**src/rtl/mem_arbiter.sv**
```systemverilog
// Two-master arbiter for a shared data-memory port: alternating priority with a bounded bus lock.
// Grants are combinational; read data returns one cycle after the accepted read.
module mem_arbiter #(
    parameter int MAX_LOCK = 8
) (
    input  logic        clk,
    input  logic        reset,
    // CPU port
    input  logic        m0_req,
    input  logic        m0_we,
    input  logic        m0_lock,
    input  logic [31:0] m0_addr,
    input  logic [31:0] m0_wdata,
    input  logic [3:0]  m0_wmask,
    output logic        m0_gnt,
    output logic        m0_rvalid,
    output logic [31:0] m0_rdata,
    // DMA / loader port
    input  logic        m1_req,
    input  logic        m1_we,
    input  logic        m1_lock,
    input  logic [31:0] m1_addr,
    input  logic [31:0] m1_wdata,
    input  logic [3:0]  m1_wmask,
    output logic        m1_gnt,
    output logic        m1_rvalid,
    output logic [31:0] m1_rdata,
    // shared memory port
    output logic        mem_we,
    output logic [31:0] mem_addr,
    output logic [31:0] mem_wdata,
    output logic [3:0]  mem_wmask,
    input  logic [31:0] mem_rdata
);

    localparam int CW = $clog2(MAX_LOCK + 1);

    typedef enum logic [1:0] {IDLE, OWN0, OWN1} state_t;

    state_t        r_state;
    logic          r_last;
    logic [CW-1:0] r_lock_cnt;
    logic          r_rv0;
    logic          r_rv1;

    logic          w_lock0;
    logic          w_lock1;
    logic          w_g0;
    logic          w_g1;
    logic [CW-1:0] w_cnt_inc;

    assign w_lock0 = (r_state == OWN0) && m0_req && m0_lock && (r_lock_cnt < CW'(MAX_LOCK));
    assign w_lock1 = (r_state == OWN1) && m1_req && m1_lock && (r_lock_cnt < CW'(MAX_LOCK));
    assign w_cnt_inc = (r_lock_cnt == CW'(MAX_LOCK)) ? r_lock_cnt : r_lock_cnt + CW'(1);

    // Grants are held off while reset is asserted so nothing is accepted then.
    always_comb begin
        w_g0 = 1'b0;
        w_g1 = 1'b0;
        if (reset) begin
            if (w_lock0) begin
                w_g0 = 1'b1;
            end else if (w_lock1) begin
                w_g1 = 1'b1;
            end else if (m0_req && m1_req) begin
                w_g0 = r_last;
                w_g1 = ~r_last;
            end else begin
                w_g0 = m0_req;
                w_g1 = m1_req;
            end
        end
    end

    // The acquiring grant counts as the first locked grant, so an owner keeps at most MAX_LOCK in a row.
    always_ff @(posedge clk) begin
        if (!reset) begin
            r_state    <= IDLE;
            r_last     <= 1'b1;
            r_lock_cnt <= '0;
            r_rv0      <= 1'b0;
            r_rv1      <= 1'b0;
        end else begin
            r_rv0 <= w_g0 & ~m0_we;
            r_rv1 <= w_g1 & ~m1_we;
            if (w_g0) begin
                r_state <= OWN0;
                r_last  <= 1'b0;
                if (m1_req && m0_lock)
                    r_lock_cnt <= (r_state == OWN0) ? w_cnt_inc : CW'(1);
                else
                    r_lock_cnt <= '0;
            end else if (w_g1) begin
                r_state <= OWN1;
                r_last  <= 1'b1;
                if (m0_req && m1_lock)
                    r_lock_cnt <= (r_state == OWN1) ? w_cnt_inc : CW'(1);
                else
                    r_lock_cnt <= '0;
            end else begin
                r_state    <= IDLE;
                r_lock_cnt <= '0;
            end
        end
    end

    assign m0_gnt    = w_g0;
    assign m1_gnt    = w_g1;
    assign m0_rvalid = r_rv0 & reset;
    assign m1_rvalid = r_rv1 & reset;
    assign m0_rdata  = m0_rvalid ? mem_rdata : 32'h0;
    assign m1_rdata  = m1_rvalid ? mem_rdata : 32'h0;

    assign mem_we    = (w_g0 & m0_we) | (w_g1 & m1_we);
    assign mem_addr  = w_g0 ? m0_addr  : (w_g1 ? m1_addr  : 32'h0);
    assign mem_wdata = w_g0 ? m0_wdata : (w_g1 ? m1_wdata : 32'h0);
    assign mem_wmask = w_g0 ? m0_wmask : (w_g1 ? m1_wmask : 4'h0);

endmodule

```
**config.mk**
```make
export PLATFORM = sky130hd
export DESIGN_NAME = mem_arbiter
export DESIGN_NICKNAME = d
export VERILOG_FILES = /design/src/rtl/mem_arbiter.sv
export SDC_FILE = /design/constraint.sdc
export NUM_CORES = 1
export LEC_CHECK = 0
export CAP_MARGIN = 0
export CORE_AREA = 10 10 113 115
export DETAILED_ROUTE_END_ITERATION = 8
export DIE_AREA = 0 0 123 125
export GPL_ROUTABILITY_DRIVEN = 1
export GPL_TIMING_DRIVEN = 0
export PLACE_DENSITY_LB_ADDON = 0.2
export SETUP_SLACK_MARGIN = 0.4
export SLEW_MARGIN = 0
export SYNTH_ARGS = -nofsm -noshare
export SYNTH_HDL_FRONTEND = slang
export SYNTH_SLANG_ARGS = --single-unit
```
**constraint.sdc**
```tcl
create_clock -name clk -period 2.1 [get_ports clk]
set_input_delay 0.42 -clock clk [delete_from_list [all_inputs] [get_ports clk]]
set_output_delay 0.42 -clock clk [all_outputs]
set_load 0.01 [all_outputs]
```
==> summary.md, run 1 <==
| Metric | Value |
|---|---|
| Hold Crit Class | in2reg |
| Transition time at the pin with the least slew margin | 439 ps |
| Total of fill cells in the finished design | 1093 |
| Hold-fix buffers at CTS | 0 |
| Pre-CTS setup slack | -1270 ps |
| Clock tree from TritonCTS | built |
| Width of the chip | 123 um |
| Final design instance area without fill | 5590 um2 |
| Wire length reported by the detailed router | 16500 um |
| Crit-path max FO | 5 |
| Finish-stage setup viols | 71 |
| Levels on crit path | 9 |
| PwrDens | 269 nW/um2 |
| Top flip-flop cell by instance count after synthesis | sky130_fd_sc_hd__dfxtp_1 |
| Antenna violations before repair | 0 |
| Final standard cell count with taps included and fillers excluded | 845 |
| Number of iterations in the first detailed-routing pass | 4 |
| CTS H-Tree Depth | 1 |
| Parity-gate share of the synthesized area counting xor and xnor cells | 0.771% |
| Worst path slowest cell | sky130_fd_sc_hd__or3b_4 |
| Total of warnings raised by yosys | 0 |
| Status | finished with violations |
| Unrepaired setup endpoints after global routing | yes |
| Drt first-iter violations | 118 |
| Largest net degree at the start of global routing | 11 |
| Placed instance count | 816 |
| Share of synthesized area occupied by flip-flops and latches | 7.93% |
| WL/cell | 19.6 um |
| Compound-gate portion of the synthesized area | 3.25% |
| Total track usage | 19.4% |
| Number of cells produced by synthesis | 364 |
| Failing checks | setup timing |
| Average cell area after synthesis | 6.24 um2 |
| Clock period minus worst slack | 2630 ps |
| TritonCTS Buffers | 3 |
| Worst path cell trace | nand3b_1, or3b_4, a21oi_4, buf_4, buf_12, buf_8, buf_12, mux2i_2, buf_2 |
| Number of instances on the worst hold path | 2 |
| Total design power | 1.50 mW |
| Max-slew violation count | 0 |
| Simple-gate portion of the synthesized area | 46.1% |
| Worst rel slew slack | 70.7% |
| Register Area | 184 um2 |
| Total gr overflow | 0 |
| Final weighted congestion of routability-driven global placement | 0.875 |
| Standard cell area after detailed placement | 5660 um2 |
| Worst vdd rail ir drop | 204 uV |
| Detailed-route via count | 3863 |
| Mapped cell area | 2270 um2 |
| Type of the setup path with the least slack | reg2out |
| FP Rows | 38 |
| Clock slew seen by the registers of the worst setup and hold paths | 50 ps |
| CP Data Arrival Time | 2210 ps |
| Count of flip-flops with a built-in enable after synthesis | 0 |
| Total Die Area | 15400 um2 |
| Total inserted antenna cells | 0 |
| Largest family of logic cells by synthesized area | simple AND/OR/NAND/NOR gates |
| Total nets after synthesis | 542 |
| Final TNS setup | -31590 ps |
| Cell count of the worst reg-to-reg path | 9 |
| Share of final-layout standard cells stronger than drive strength 1 | 33.0% |
| Vertical die dimension | 125 um |
| Post-DP HPWL | 13600 um |
| Global-route wire length before repair | 24000 um |
| Port Buffers | 312 |
| Longest individual stage delay on the worst path | 410 ps |
| Worst Setup Slack, final | -527 ps |
| Total Nets Final | 884 |
| Clock latency at the later pin of the worst-skew pair | 240 ps |
| Starting Density | 21.4% |
| CTS Root Cell | sky130_fd_sc_hd__clkbuf_8 |
| Final hold violation count | 0 |
| Antenna-violating nets left | 0 |
| Unique cell type count in the Yosys netlist | 31 |
| Kind of end point of the critical path | output pin |
| Timing-limited maximum frequency | 0.381 GHz |
| Flip-flop and latch count after synthesis | 9 |
| Number of buffers and inverters on the critical path | 5 |
| Arithmetic-cell share of the synthesized area counting full adders, half adders and majority gates | 1.10% |
| Core Box Area | 10600 um2 |
| Vias per inst | 4.57 |
| I/O pin cnt | 313 |
| Worst clock skew | 2.06 ps |
| Clock sink count | 9 |
| Signed area change from the synthesized netlist to the final layout | 146% |
| Post-synthesis mux area share | 30.8% |
| Number of global-route vias before repair | 3936 |
| Multi-input gate area in the final layout | 2000 um2 |
| Type of element launching the critical path | flop |
| Clock Path Buffers | 2 |
| # Max-Cap Violations | 0 |
| Data required time of the critical path | 1680 ps |
| Lkg Pwr | 2.93 nW |
| Proportion of register bits with asynchronous set or reset after synthesis | 0% |
| Final period util | 125% |
| Cell family with most CP delay | buffers and inverters |
| # DRC | 0 |
| Most common cell on crit path | sky130_fd_sc_hd__buf_12 |
## placed cells by master, fill, tap and decap left out, types with 2 or more instances in the layout
cell type                           n
sky130_fd_sc_hd__buf_12            10
sky130_fd_sc_hd__clkbuf_8           7
sky130_fd_sc_hd__dlygate4sd2_1      3
sky130_fd_sc_hd__buf_8              5
sky130_fd_sc_hd__buf_6             10
sky130_fd_sc_hd__mux2i_1           44
sky130_fd_sc_hd__nand2_1          142
sky130_fd_sc_hd__buf_2            121
sky130_fd_sc_hd__nor2_1             7
sky130_fd_sc_hd__and2_1             5
sky130_fd_sc_hd__and3_1            64
sky130_fd_sc_hd__clkbuf_1           6
sky130_fd_sc_hd__buf_4             16
sky130_fd_sc_hd__inv_1              6
sky130_fd_sc_hd__buf_16             2
sky130_fd_sc_hd__clkbuf_2          19
sky130_fd_sc_hd__mux2i_2           25
sky130_fd_sc_hd__clkdlybuf4s50_1  168
sky130_fd_sc_hd__clkdlybuf4s15_2    3
sky130_fd_sc_hd__clkbuf_4           6
sky130_fd_sc_hd__nand3b_1           2
sky130_fd_sc_hd__ha_1               2
sky130_fd_sc_hd__dfxtp_1            6
sky130_fd_sc_hd__dfxtp_2            3
## flip-flops by register name, indices dropped and copies added, names as in the netlist
register,count
r_rv1,1
r_last,1
r_rv0,1
r_lock_cnt,4
r_state,2
## final timing paths
kind | startpoint | endpoint | slack [ps]
worst max-delay path | r_state[0] | mem_addr[4] | -530
worst max register to register | r_state[0] | r_lock_cnt[0] | 190
worst min register to register | r_lock_cnt[2] | r_lock_cnt[2] | 550
worst min-delay path | m0_req | r_last | 510
## report_power, final
part / internal, mW / total, mW / switching [mW] / leakage [nW]
logic: 0.670 / 1.11 / 0.443 / 2.83
registers: 0.179 / 0.184 / 0.00591 / 0.0747
clock network: 0.133 / 0.206 / 0.0729 / 0.0228
## layer usage
metal | vias up | part of all wire (%) | GRT usage, %
li1 | 1905 | - | -
met1 | 1783 | 39 | 21.4
met2 | 166 | 51 | 36.5
met3 | 9 | 8.6 | 5.58
met4 | 0 | 0.78 | 2.40
met5 | - | 0 | 0
## cell usage after synthesis (2+ instances only)
master	number	area, um2
sky130_fd_sc_hd__and2_1	5	31.3
sky130_fd_sc_hd__and3_1	64	400
sky130_fd_sc_hd__buf_4	2	15.0
sky130_fd_sc_hd__buf_8	4	60.1
sky130_fd_sc_hd__clkbuf_1	30	113
sky130_fd_sc_hd__dfxtp_1	9	180
sky130_fd_sc_hd__ha_1	2	25.0
sky130_fd_sc_hd__inv_1	6	22.5
sky130_fd_sc_hd__mux2i_1	70	701
sky130_fd_sc_hd__nand2_1	143	537
sky130_fd_sc_hd__nand3b_1	2	15.0
sky130_fd_sc_hd__nor2_1	7	26.3
sky130_fd_sc_hd__nor3_1	2	10.0
## timing repair
| item | in CTS | in global routing |
|---|---|---|
| gates cloned | 2 | 0 |
| buffers inserted | 19 | 4 |
| pin swaps | 3 | 3 |
| endpoints found under the setup margin | 146 | 125 |
| resized for setup | 592 | 73 |
## area by class of cell
type,count,area share [%]
clock buffers,4,0.805
well taps,140,3.13
flip-flops and latches,9,3.29
inverters,6,0.403
multi-input cells,311,35.7
plain buffers,38,6.91
repair buffers,337,49.8
## cells by family after synthesis
family | Yosys count
xor gates and xnor gates | 2
buffers and inverters | 44
DFF | 9
muxes | 70
and+or+nand+nor | 227
adders and majority gates | 2
AOI/OAI and AO/OA | 10
## per-stage QoR
step	hold WS, ps	util, %
after floorplan	494	-
after global routing	533	52.8
after detailed placement	533	53.4
final	514	52.8
after CTS	546	54.7
after global placement	518	53.4
Power figures use the tool's default switching activity.
==> inputs of run 2 (changes only) <==
==> constraint.sdc (replaced) <==
create_clock -name clk -period 2.5 [get_ports clk]
set_input_delay 0.5 -clock clk [delete_from_list [all_inputs] [get_ports clk]]
set_output_delay 0.5 -clock clk [all_outputs]
set_load 0.01 [all_outputs]
==> summary.md, run 2 (same netlist as run 1, synthesis figures left out) <==
| Metric | Value |
|---|---|
| Status | finished with violations |
| Failing checks | setup timing |
| Number of iterations in the first detailed-routing pass | 6 |
| WL/cell | 19.6 um |
| Finish-stage setup viols | 68 |
| Signed area change from the synthesized netlist to the final layout | 154% |
| Port Buffers | 312 |
| Timing-limited maximum frequency | 0.368 GHz |
| Number of instances on the worst hold path | 2 |
| Final hold violation count | 0 |
| Max-slew violation count | 0 |
| Met3 capacity usage during global routing | 7.34% |
| GRT met2 Usage | 38.2% |
| Top Registers | r_lock_cnt x4, r_state x2 |
| Number of global-route vias before repair | 4081 |
| CTS Root Cell | sky130_fd_sc_hd__clkbuf_8 |
| Hold Crit Class | reg2reg |
| Worst Setup Slack, final | -216 ps |
| Antenna violations before repair | 0 |
| Fraction of the core area covered by cells at the end of the flow | 54.5% |
| Clock Path Buffers | 2 |
| Unrepaired setup endpoints after global routing | yes |
| Met1 track demand over resource | 19.9% |
| Largest net degree at the start of global routing | 11 |
| Register name with the most flops | r_lock_cnt |
| Clock period minus worst slack | 2720 ps |
| Share of final-layout standard cells stronger than drive strength 1 | 23.4% |
| Cell count of the worst reg-to-reg path | 8 |
| Crit-path max FO | 7 |
| Post-DP HPWL | 13800 um |
| Global routing's busiest layer | met2 |
| Total inserted antenna cells | 0 |
| Pre-CTS setup slack | -1140 ps |
| PwrDens | 219 nW/um2 |
| CTS H-Tree Depth | 1 |
| Total Nets Final | 881 |
| Width of the chip | 123 um |
| Global-route wire length before repair | 24300 um |
| # Max-Cap Violations | 0 |
| Most frequent standard cell in the layout excluding fill and tap cells | sky130_fd_sc_hd__clkdlybuf4s50_1 |
| Antenna-violating nets left | 0 |
| Flip-flop count of the largest register after layout | 4 |
| Clock sink count | 9 |
| Final period util | 109% |
| Total Die Area | 15400 um2 |
| Core Box Area | 10600 um2 |
| Data required time of the critical path | 2000 ps |
| Drt first-iter violations | 186 |
| Kind of end point of the critical path | output pin |
| Final weighted congestion of routability-driven global placement | 0.900 |
| Total gr overflow | 0 |
| Worst rel slew slack | 71.5% |
| Standard cell area after detailed placement | 5660 um2 |
| Final design instance area without fill | 5780 um2 |
| CP Data Arrival Time | 2220 ps |
| # DRC | 0 |
| Clock tree from TritonCTS | built |
| FP Rows | 38 |
| Worst vdd rail ir drop | 138 uV |
| Total of fill cells in the finished design | 1011 |
| Clock latency at the later pin of the worst-skew pair | 240 ps |
| Most frequent cells in the layout | sky130_fd_sc_hd__clkdlybuf4s50_1, sky130_fd_sc_hd__nand2_1, sky130_fd_sc_hd__buf_2 |
| Type of the setup path with the least slack | reg2out |
| Worst clock skew | 1.50 ps |
| Hold-fix buffers at CTS | 0 |
| TritonCTS Buffers | 3 |
| Vertical die dimension | 125 um |
| Type of element launching the critical path | flop |
| I/O pin cnt | 313 |
| Vias per inst | 4.63 |
| Transition time at the pin with the least slew margin | 427 ps |
| Detailed-route via count | 3902 |
| Wire length reported by the detailed router | 16500 um |
| Worst hold slack | 543 ps |
| Total track usage | 19.9% |
| Total design power | 1.26 mW |
| Starting Density | 21.4% |
| Lkg Pwr | 3.04 nW |
| Clock slew seen by the registers of the worst setup and hold paths | 50 ps |
==> run 2: cell count changes in the layout (fill, tap and decap cells not counted), moves of 4 or more <==
cell	change
sky130_fd_sc_hd__buf_2	-53
sky130_fd_sc_hd__dlygate4sd2_1	+53
sky130_fd_sc_hd__clkbuf_2	-10
sky130_fd_sc_hd__clkbuf_4	+6
sky130_fd_sc_hd__clkdlybuf4s15_1	+6
sky130_fd_sc_hd__buf_6	-4
sky130_fd_sc_hd__buf_8	-4
sky130_fd_sc_hd__clkbuf_1	+4
==> run 2: worst paths after layout <==
kind	from	endpoint	slack, ps
max	r_state[0]	mem_wdata[16]	-220
min	r_lock_cnt[2]	r_lock_cnt[2]	540
max reg2reg	r_state[0]	r_lock_cnt[0]	650
min reg2reg	r_lock_cnt[2]	r_lock_cnt[2]	540
==> run 2: where the power goes <==
group	internal, mW	switching [mW]
Sequential	0.150	0.00499
Clock	0.112	0.0656
Combinational	0.565	0.367
==> run 2: what timing repair did <==
item                       in CTS  in global routing
gates cloned                    3                  1
setup buffers                  16                  2
setup endpoints to repair     143                105
hold endpoints to repair        0                  0
resized for setup             444                 27
pin swaps                       4                  2
==> run 2: cell type report <==
class	instances	area [um2]	area share (%)
multi-input combinational	311	2000	34.7
timing repair buffer	334	2990	51.8
inverter	6	22.5	0.390
clock buffer	4	45.0	0.780
tap	140	175	3.03
buffer	38	359	6.21
sequential	9	181	3.14
==> run 2: per-stage QoR <==
step           instances  TNS [ps]
2_1_floorplan        364         0
3_5_place_dp         816   -100460
4_1_cts              839     -7140
5_1_grt              842    -13640
3_3_place_gp         816    -97000
6_report             842     -7760
==> run 2: layer usage <==
| layer | part of all wire, % | vias up |
|---|---|---|
| li1 | - | 1897 |
| met1 | 35 | 1778 |
| met2 | 53 | 208 |
| met3 | 11 | 19 |
| met4 | 1.5 | 0 |
| met5 | 0 | - |
==> run 2: worst max-delay path, stage by stage (launching register included) <==
cell                       delay (ps)
sky130_fd_sc_hd__dfxtp_2          310
sky130_fd_sc_hd__nand3b_1         190
sky130_fd_sc_hd__or3b_4           420
sky130_fd_sc_hd__a21oi_4          200
sky130_fd_sc_hd__buf_6            130
sky130_fd_sc_hd__buf_12           130
sky130_fd_sc_hd__buf_6            120
sky130_fd_sc_hd__buf_16           110
sky130_fd_sc_hd__mux2i_1          200
sky130_fd_sc_hd__buf_2            160
==> inputs of run 3 (changes only) <==
--- a/config.mk
+++ b/config.mk
@@ -11,9 +11,9 @@
 export DIE_AREA = 0 0 123 125
 export GPL_ROUTABILITY_DRIVEN = 1
 export GPL_TIMING_DRIVEN = 0
-export PLACE_DENSITY_LB_ADDON = 0.2
+export PLACE_DENSITY = 0.73
 export SETUP_SLACK_MARGIN = 0.4
-export SLEW_MARGIN = 0
+export SLEW_MARGIN = 20
 export SYNTH_ARGS = -nofsm -noshare
 export SYNTH_HDL_FRONTEND = slang
 export SYNTH_SLANG_ARGS = --single-unit
==> constraint.sdc (replaced) <==
create_clock -name clk -period 2.5 [get_ports clk]
set_input_delay 0.25 -clock clk [delete_from_list [all_inputs] [get_ports clk]]
set_output_delay 0.25 -clock clk [all_outputs]
set_load 0.01 [all_outputs]
==> summary.md, run 3 (same netlist as run 1, synthesis figures left out) <==
| Metric | Value |
|---|---|
| Worst rel slew slack | 68.2% |
| Cell count of the worst reg-to-reg path | 15 |
| Type of the setup path with the least slack | reg2out |
| Transition time at the pin with the least slew margin | 477 ps |
| Clock slew seen by the registers of the worst setup and hold paths | 50 ps |
| Number of instances on the worst hold path | 2 |
| Crit-path max FO | 6 |
| Kind of end point of the critical path | output pin |
| Register name with the most flops | r_lock_cnt |
| Post-DP HPWL | 14000 um |
| Timing-limited maximum frequency | 0.416 GHz |
| Clock sink count | 9 |
| Number of iterations in the first detailed-routing pass | 4 |
| Signed area change from the synthesized netlist to the final layout | 159% |
| RR Startpoint | r_state[0] |
| Total Die Area | 15400 um2 |
| Total track usage | 19.4% |
| Worst clock skew | 3.12 ps |
| Number of buffers and inverters on the critical path | 4 |
| Final period util | 96.2% |
| Final hold violation count | 0 |
| Total design power | 1.27 mW |
| Flip-flop count of the largest register after layout | 4 |
| Starting Density | 21.4% |
| Hold Crit Class | in2reg |
| Largest net degree at the start of global routing | 11 |
| I/O pin cnt | 313 |
| Worst path cell trace | nand3b_1, or3b_4, a21oi_4, buf_12, buf_16, clkbuf_16, mux2i_1, buf_2 |
| Worst path slowest cell | sky130_fd_sc_hd__or3b_4 |
| End of the worst register-to-register path | r_lock_cnt[1] |
| Detailed-route via count | 3929 |
| TritonCTS Buffers | 3 |
| Final weighted congestion of routability-driven global placement | 0.850 |
| Worst hold slack | 406 ps |
| Status | completed |
| Total Nets Final | 894 |
| Most frequent standard cell in the layout excluding fill and tap cells | sky130_fd_sc_hd__clkdlybuf4s50_1 |
| Clock tree from TritonCTS | built |
| FP Rows | 38 |
| WL/cell | 20.0 um |
| Lkg Pwr | 2.84 nW |
| Total gr overflow | 0 |
| Cell family with most CP delay | buffers and inverters |
| Top Registers | r_lock_cnt x4, r_state x2 |
| CP Data Arrival Time | 2160 ps |
| # Max-Cap Violations | 0 |
| Data required time of the critical path | 2250 ps |
| Fraction of the core area covered by cells at the end of the flow | 55.5% |
| Antenna-violating nets left | 0 |
| Share of final-layout standard cells stronger than drive strength 1 | 20.1% |
| Port Buffers | 312 |
| Core Box Area | 10600 um2 |
| Longest individual stage delay on the worst path | 420 ps |
| Hold Path Sink | r_last |
| Drt first-iter violations | 159 |
| CTS Root Cell | sky130_fd_sc_hd__clkbuf_8 |
| Hold path start | m0_req |
| # DRC | 0 |
| Antenna violations before repair | 0 |
| Width of the chip | 123 um |
| Clock Path Buffers | 2 |
| Final design instance area without fill | 5890 um2 |
| Vias per inst | 4.60 |
| Global-route wire length before repair | 23700 um |
| Most frequent cells in the layout | sky130_fd_sc_hd__clkdlybuf4s50_1, sky130_fd_sc_hd__nand2_1, sky130_fd_sc_hd__buf_2 |
| Type of element launching the critical path | flop |
| Worst Setup Slack, final | 94.4 ps |
| Finish-stage setup viols | 0 |
| Vertical die dimension | 125 um |
| Hold-fix buffers at CTS | 0 |
| Reg-to-reg slack, setup | 180 ps |
| Standard cell area after detailed placement | 5570 um2 |
| Pre-CTS setup slack | -588 ps |
| CTS H-Tree Depth | 1 |
| Clock period minus worst slack | 2410 ps |
| PwrDens | 216 nW/um2 |
| Unrepaired setup endpoints after global routing | yes |
| Worst vdd rail ir drop | 125 uV |
| Max-slew violation count | 0 |
| Clock latency at the later pin of the worst-skew pair | 240 ps |
| Wire length reported by the detailed router | 17100 um |
| Total inserted antenna cells | 0 |
| Number of global-route vias before repair | 4056 |
-- run 3: cell count changes in the layout (fill, tap and decap cells not counted), sizes merged --
cell / change
buf: +9
bufbuf: -1
clkbuf: -1
clkdlybuf4s15: -8
clkdlybuf4s50: +67
dlygate4sd2: -54
dlymetal6s2s: +1
-- run 3: routing by layer --
layer	vias up	routed length, um	track usage, %
met3	16	1950	7.25
met2	223	8870	37.3
met5	-	0	0
met4	0	235	3.84
li1	1929	-	-
met1	1761	6040	19.2
-- run 3: stage by stage --
stage | setup TNS, ps | std cells
2_1_floorplan | 0 | 364
3_3_place_gp | -38030 | 816
3_5_place_dp | -40810 | 816
4_1_cts | 0 | 843
5_1_grt | 0 | 855
6_report | 0 | 855
-- run 3: cell type report --
cell class	count	area, um2
well taps	140	175
inverters	6	22.5
repair buffers	347	3230
plain buffers	38	317
flip-flops and latches	9	183
clock buffers	4	45.0
multi-input cells	311	1910
fillers	1031	4720
-- run 3: power breakdown --
group / internal [mW] / switching [mW]
logic: 0.569 / 0.372
registers: 0.150 / 0.00556
clock network: 0.112 / 0.0659
total: 0.830 / 0.443
-- run 3: worst max path at each step --
stage                              from            end  slack (ps)  cells past startpoint
final                        r_state[0]  mem_wdata[21]          90                      8
after global routing      r_lock_cnt[3]  mem_wdata[21]          40                      8
after CTS                    r_state[0]  mem_wdata[12]         140                      8
after detailed placement          reset   mem_addr[19]        -590                      6
after global placement            reset   mem_addr[19]        -580                      6
after floorplan              r_state[0]   mem_addr[20]         580                      6
-- run 3: repair_timing --
| item | in CTS | in global routing |
|---|---|---|
| gates cloned | 2 | 4 |
| setup endpoints to repair | 140 | 91 |
| buffers inserted | 21 | 8 |
| pin swaps | 8 | 5 |
| gates resized for setup | 361 | 29 |
-- run 3: worst register-to-register path, delay by kind of cell (launching register included) --
kind / cells / cell delay, ps
compound gates: 2 / 420
flops: 1 / 320
simple gates: 2 / 320
buf+inv: 11 / 1190
